[src/rtl/riscv_pkg.sv]
// Shared constants for the mini RISC-V core: load opcode, load funct3 codes and
// the writeback state encoding.
package riscv_pkg;

  localparam logic [6:0] OPC_LOAD = 7'b0000011;

  localparam logic [2:0] F3_LB  = 3'b000;
  localparam logic [2:0] F3_LH  = 3'b001;
  localparam logic [2:0] F3_LW  = 3'b010;
  localparam logic [2:0] F3_LBU = 3'b100;
  localparam logic [2:0] F3_LHU = 3'b101;

  typedef enum logic [0:0] {
    WB_IDLE      = 1'b0,
    WB_WAIT_LOAD = 1'b1
  } wb_state_e;

  // True when funct3 names a supported load and the address is aligned for its width.
  function automatic logic load_legal(input logic [2:0] funct3, input logic [1:0] addr_low);
    case (funct3)
      F3_LB, F3_LBU: load_legal = 1'b1;
      F3_LH, F3_LHU: load_legal = (addr_low[0] == 1'b0);
      F3_LW:         load_legal = (addr_low == 2'b00);
      default:       load_legal = 1'b0;
    endcase
  endfunction

endpackage

[src/rtl/load_extend.sv]
// Combinational load-data extraction: shifts the aligned word down to the
// addressed byte/halfword and sign- or zero-extends it to 32 bits.
module load_extend
  import riscv_pkg::*;
(
  input  logic [31:0] rdata,
  input  logic [1:0]  addrLow,
  input  logic [2:0]  funct3,
  output logic [31:0] data
);

  logic [31:0] shifted;

  always_comb begin
    shifted = rdata >> {addrLow, 3'b000};
    case (funct3)
      F3_LB:   data = {{24{shifted[7]}}, shifted[7:0]};
      F3_LH:   data = {{16{shifted[15]}}, shifted[15:0]};
      F3_LBU:  data = {24'h000000, shifted[7:0]};
      F3_LHU:  data = {16'h0000, shifted[15:0]};
      default: data = shifted;
    endcase
  end

endmodule

[src/rtl/writeback_unit.sv]
// Writeback stage: drives the decoder register write port from execute results
// and load responses, stalling execute while a load is outstanding.
//
// state        | meaning
// WB_IDLE      | ready for a new execute result (ex_ready=1)
// WB_WAIT_LOAD | load accepted, waiting on mem_rvalid or timeout (ex_ready=0)
module writeback_unit
  import riscv_pkg::*;
#(
  parameter int TIMEOUT = 255,
  parameter int CNT_W   = 8
) (
  input  logic        clk,
  input  logic        rst,
  input  logic        ex_valid,
  output logic        ex_ready,
  input  logic        ex_regWrite,
  input  logic        ex_isLoad,
  input  logic [2:0]  ex_funct3,
  input  logic [1:0]  ex_addrLow,
  input  logic [4:0]  ex_rd,
  input  logic [31:0] ex_result,
  input  logic        mem_rvalid,
  input  logic [31:0] mem_rdata,
  output logic        regWrite,
  output logic [4:0]  rd,
  output logic [31:0] writeData,
  output logic        load_err
);

  wb_state_e        state;
  logic [CNT_W-1:0] cnt;
  logic [4:0]       rd_q;
  logic [2:0]       funct3_q;
  logic [1:0]       addr_low_q;
  logic [31:0]      load_data;

  load_extend u_load_extend (
    .rdata   (mem_rdata),
    .addrLow (addr_low_q),
    .funct3  (funct3_q),
    .data    (load_data)
  );

  assign ex_ready = (state == WB_IDLE);

  always_ff @(posedge clk) begin
    if (rst) begin
      state      <= WB_IDLE;
      cnt        <= '0;
      rd_q       <= '0;
      funct3_q   <= '0;
      addr_low_q <= '0;
      regWrite   <= 1'b0;
      rd         <= '0;
      writeData  <= '0;
      load_err   <= 1'b0;
    end else begin
      regWrite <= 1'b0;
      load_err <= 1'b0;
      case (state)
        WB_IDLE: begin
          if (ex_valid) begin
            if (!ex_isLoad) begin
              regWrite  <= ex_regWrite && (ex_rd != 5'd0);
              rd        <= ex_rd;
              writeData <= ex_result;
            end else if (!load_legal(ex_funct3, ex_addrLow)) begin
              load_err <= 1'b1;
            end else begin
              rd_q       <= ex_rd;
              funct3_q   <= ex_funct3;
              addr_low_q <= ex_addrLow;
              cnt        <= '0;
              state      <= WB_WAIT_LOAD;
            end
          end
        end
        WB_WAIT_LOAD: begin
          // A response in the final waiting cycle still wins over the timeout.
          if (mem_rvalid) begin
            regWrite  <= (rd_q != 5'd0);
            rd        <= rd_q;
            writeData <= load_data;
            state     <= WB_IDLE;
          end else if (cnt == CNT_W'(TIMEOUT - 1)) begin
            load_err <= 1'b1;
            state    <= WB_IDLE;
          end else begin
            cnt <= cnt + 1'b1;
          end
        end
        default: state <= WB_IDLE;
      endcase
    end
  end

endmodule
[config.mk]
export PLATFORM = sky130hd
export DESIGN_NAME = writeback_unit
export DESIGN_NICKNAME = d
export VERILOG_FILES = /design/src/rtl/riscv_pkg.sv /design/src/rtl/load_extend.sv /design/src/rtl/writeback_unit.sv
export SDC_FILE = /design/constraint.sdc
export NUM_CORES = 1
export LEC_CHECK = 0
export BUFFER_PORTS_ARGS = -buffer_cell sky130_fd_sc_hd__buf_2
export CAP_MARGIN = 20
export CORE_ASPECT_RATIO = 1.4
export CORE_MARGIN = 10
export CORE_UTILIZATION = 31
export DETAILED_ROUTE_END_ITERATION = 16
export MAX_ROUTING_LAYER = met4
export PLACE_DENSITY = 0.54
export REMOVE_ABC_BUFFERS = 1
export SETUP_SLACK_MARGIN = 0.05
export SYNTH_ARGS = -nofsm -noshare
export SYNTH_HDL_FRONTEND = slang
export SYNTH_SLANG_ARGS = --single-unit
export TNS_END_PERCENT = 10
[constraint.sdc]
create_clock -name clk -period 1.73 [get_ports clk]
set_input_delay 0.0865 -clock clk [delete_from_list [all_inputs] [get_ports clk]]
set_output_delay 0.0865 -clock clk [all_outputs]
set_load 0.02 [all_outputs]
==> flow_summary_export.csv <==
group,metric,value,unit
run_status,outcome,"completed",
logic_synthesis,ys_warn_count,0,
drt,finalWirelength,12800,µm
die,die_x,107,µm
cts,postCtsHoldBufs,0,
power_and_ir_drop,combPwrFrac,0.169,
logic_synthesis,syn_area,3270,µm²
sta,layout_min_cycle_time,1.63,ns
global_route,grt_pass1_vias,3775,
placement,hpwlAfterDp,9810,µm
placement,numPortBuffers,119,
drt,drt-wirelength-per-cell,19.0,µm
power_and_ir_drop,powerDensity,851,nW/µm²
die,rows,44,
worst_hold_path,hold_class,"in2reg",
drt,drc,0,
final_layout,nNetsFinal,612,
sta,setup_violations,0,
drt,final_antenna_net_count,0,
cts,cts_tree,"yes",
placement,routabilityCongestion,0.911,
drt,vias,3662,
sta,max_freq,613,MHz
sta,finalMaxSlewViolations,0,
worst_setup_path,crit_fanout,4,
sta,rsz0062_at_grt,"true",
cts,root_buffer,"clkbuf_16",
worst_setup_path,cp.required,1.99,ns
logic_synthesis,ys_async_sr_fraction,0,
power_and_ir_drop,internal-power,2.81,mW
worst_hold_path,min_path_cells,3,
drt,drt-pass1-iter-count,4,
final_layout,n_fill_cell,1111,
global_route,grt_pass1_wl,19800,µm
power_and_ir_drop,swShare,0.268,
logic_synthesis,synth_edf_count,0,
final_layout,syn_to_final_growth,37.6,%
run,maxCapViolCount,0,
logic_synthesis,synthTopCellsByArea,"dfxtp_1, mux2i_1, a21oi_1, a211oi_1, nor2_1",
sta,fin_crit_sh,0.943,
final_layout,utilization,0.435,
final_layout,layout-drive-gt1-share,0.375,
worst_setup_path,setup.worst_path.class,"reg2reg",
global_route,grt_max_degree,35,
worst_setup_path,worstSetupStartpointType,"register",
final_layout,diodes,0,
drt,vias_per_cell,5.45,
power_and_ir_drop,switching_power,1.03,mW
die,pin_count,120,
power_and_ir_drop,peakVddDrop,539,µV
power_and_ir_drop,power,3.83,mW
placement,dp_cells,655,
logic_synthesis,yosys.area.top_type,"dfxtp_1",
logic_synthesis,synth.avg_cell_area,8.15,µm²
global_route,antenna_found_initial,0,
sta,tightest_slew,0.662,ns
power_and_ir_drop,leakage,1.85,nW
logic_synthesis,synth-main-ff-cell,"dfxtp_1",
cts,clock_path_buffers,2,
die,start_util,0.316,
logic_synthesis,ys_ff_latch,58,
die,core,10300,µm²
final_layout,instances_no_fill,672,
global_route,gr-total-overflow,0,
logic_synthesis,syn_inst,402,
worst_setup_path,reg2reg_depth,6,
sta,skew,0.00595,ns
power_and_ir_drop,seqPwrFrac,0.378,
worst_setup_path,end_kind,"register",
logic_synthesis,synth_most_common_cell,"dfxtp_1",
cts,h-tree-depth,3,
die,die_h,142,µm
cts,cts.sinks,58,
sta,slew_headroom,0.559,
cts,clkTransAtPathRegs,0.05,ns
worst_setup_path,critical_path_arrival,1.89,ns
global_route,track_usage,0.169,
logic_synthesis,synthDistinctLibCells,48,
drt,drt_iter0_markers,227,
cts,cts_buffers,9,
cts,clk_latency,0.33,ns
power_and_ir_drop,clockPowerShare,0.453,
die,die_area,15100,µm²
logic_synthesis,synth_common_cells,"dfxtp_1, a21oi_1, nor2_1",
logic_synthesis,synth-seq-area-share,0.355,
sta,hold_viol,0,
logic_synthesis,synth_top_area_frac,0.355,
-- layout by cell type (no fill, tap or decap), types with 2 or more instances in the layout --
cell       instances
a211oi_2           8
buf_4             33
a21oi_1           43
dfxtp_2            3
o211ai_1           8
xnor2_1            2
inv_1              6
a32oi_1           15
nand3_1           19
clkinv_2           2
clkbuf_1           2
o2bb2ai_1          7
buf_2            119
a311oi_1           4
or4_1              2
a211oi_1          14
a22oi_1            3
nor2_1            39
o31ai_1            8
nand2_1           34
dfxtp_1           55
clkbuf_16          9
o21ai_0           25
mux2i_1           26
mux2_2             7
nand2b_1           6
o2111ai_1          2
-- path summary, 6_finish.rpt --
path,from,end,slack (ns)
max reg2reg,cnt[0],cnt[7],0.1
max,cnt[0],cnt[7],0.1
min reg2reg,writeData[9],writeData[9],0.44
min,ex_rd[3],rd_q[3],0.02
-- area by class of cell --
class                   count  area [µm²]  area share
clock buffers              12         246      0.0547
repair buffers            153         863       0.192
well taps                 138         173      0.0383
inverters                   6        22.5     0.00500
clock inverters             3        40.0     0.00889
flip-flops and latches     58        1160       0.259
multi-input cells         302        1990       0.443
-- critical path, cell delays in order (launching register included) --
cell	delay, ns
dfxtp_2	0.32
inv_1	0.05
ha_2	0.18
and2_4	0.16
a31o_4	0.23
or4_4	0.48
a21oi_2	0.15
-- per-stage QoR --
stage	TNS (ns)	area [µm²]	hold WS (ns)	setup WS, ns
floorplan	-27.80	3100	0.156	-0.863
global placement	0	4120	0.351	0.0697
detailed placement	0	4120	0.358	0.0154
CTS	0	4440	0.0196	0.0531
global route	0	4500	0.0443	0.0319
finish	0	4500	0.0247	0.0988
-- logic make-up (layout without fill, tap and decap cells) --
logic type               Yosys count  in the layout  share of synthesized area
flip-flops                        58             58                      0.355
XOR/XNOR                           2              2                    0.00535
adder cells (fa/ha/maj)            2              2                    0.00764
AO/OA/AOI/OAI                    144            144                      0.291
AND/OR/NAND/NOR                  119            119                      0.169
multiplexers                      35             35                      0.113
buffers and inverters             42            174                     0.0592
-- flip-flops by register name (all words and copies together), names as in the netlist --
| register | count |
|---|---|
| addr_low_q | 2 |
| cnt | 8 |
| funct3_q | 3 |
| load_err | 1 |
| rd | 5 |
| rd_q | 5 |
| regWrite | 1 |
| state | 1 |
| writeData | 32 |
-- routing by layer --
layer	up-vias	global-route usage	routed length, µm
met5	-	-	0
met3	21	0.0345	597
met2	157	0.285	6410
met4	0	0.0536	199
li1	1756	-	-
met1	1728	0.197	5590
-- power groups by stage --
stage	combinational [mW]	clock (mW)	sequential, mW
5_1_grt	0.705	1.83	1.45
4_1_cts	0.638	1.76	1.45
3_3_place_gp	0.632	0	1.47
6_report	0.647	1.74	1.45
2_1_floorplan	0.223	0	1.55
3_5_place_dp	0.634	0	1.47
-- what timing repair did --
item                                   in CTS  in global routing
setup endpoints to repair                   1                 36
endpoints found under the hold margin       0                  0
pin swaps                                   2                  1
resized for setup                           2                 19
buffers inserted                            2                  0
Power figures use the tool's default switching activity.
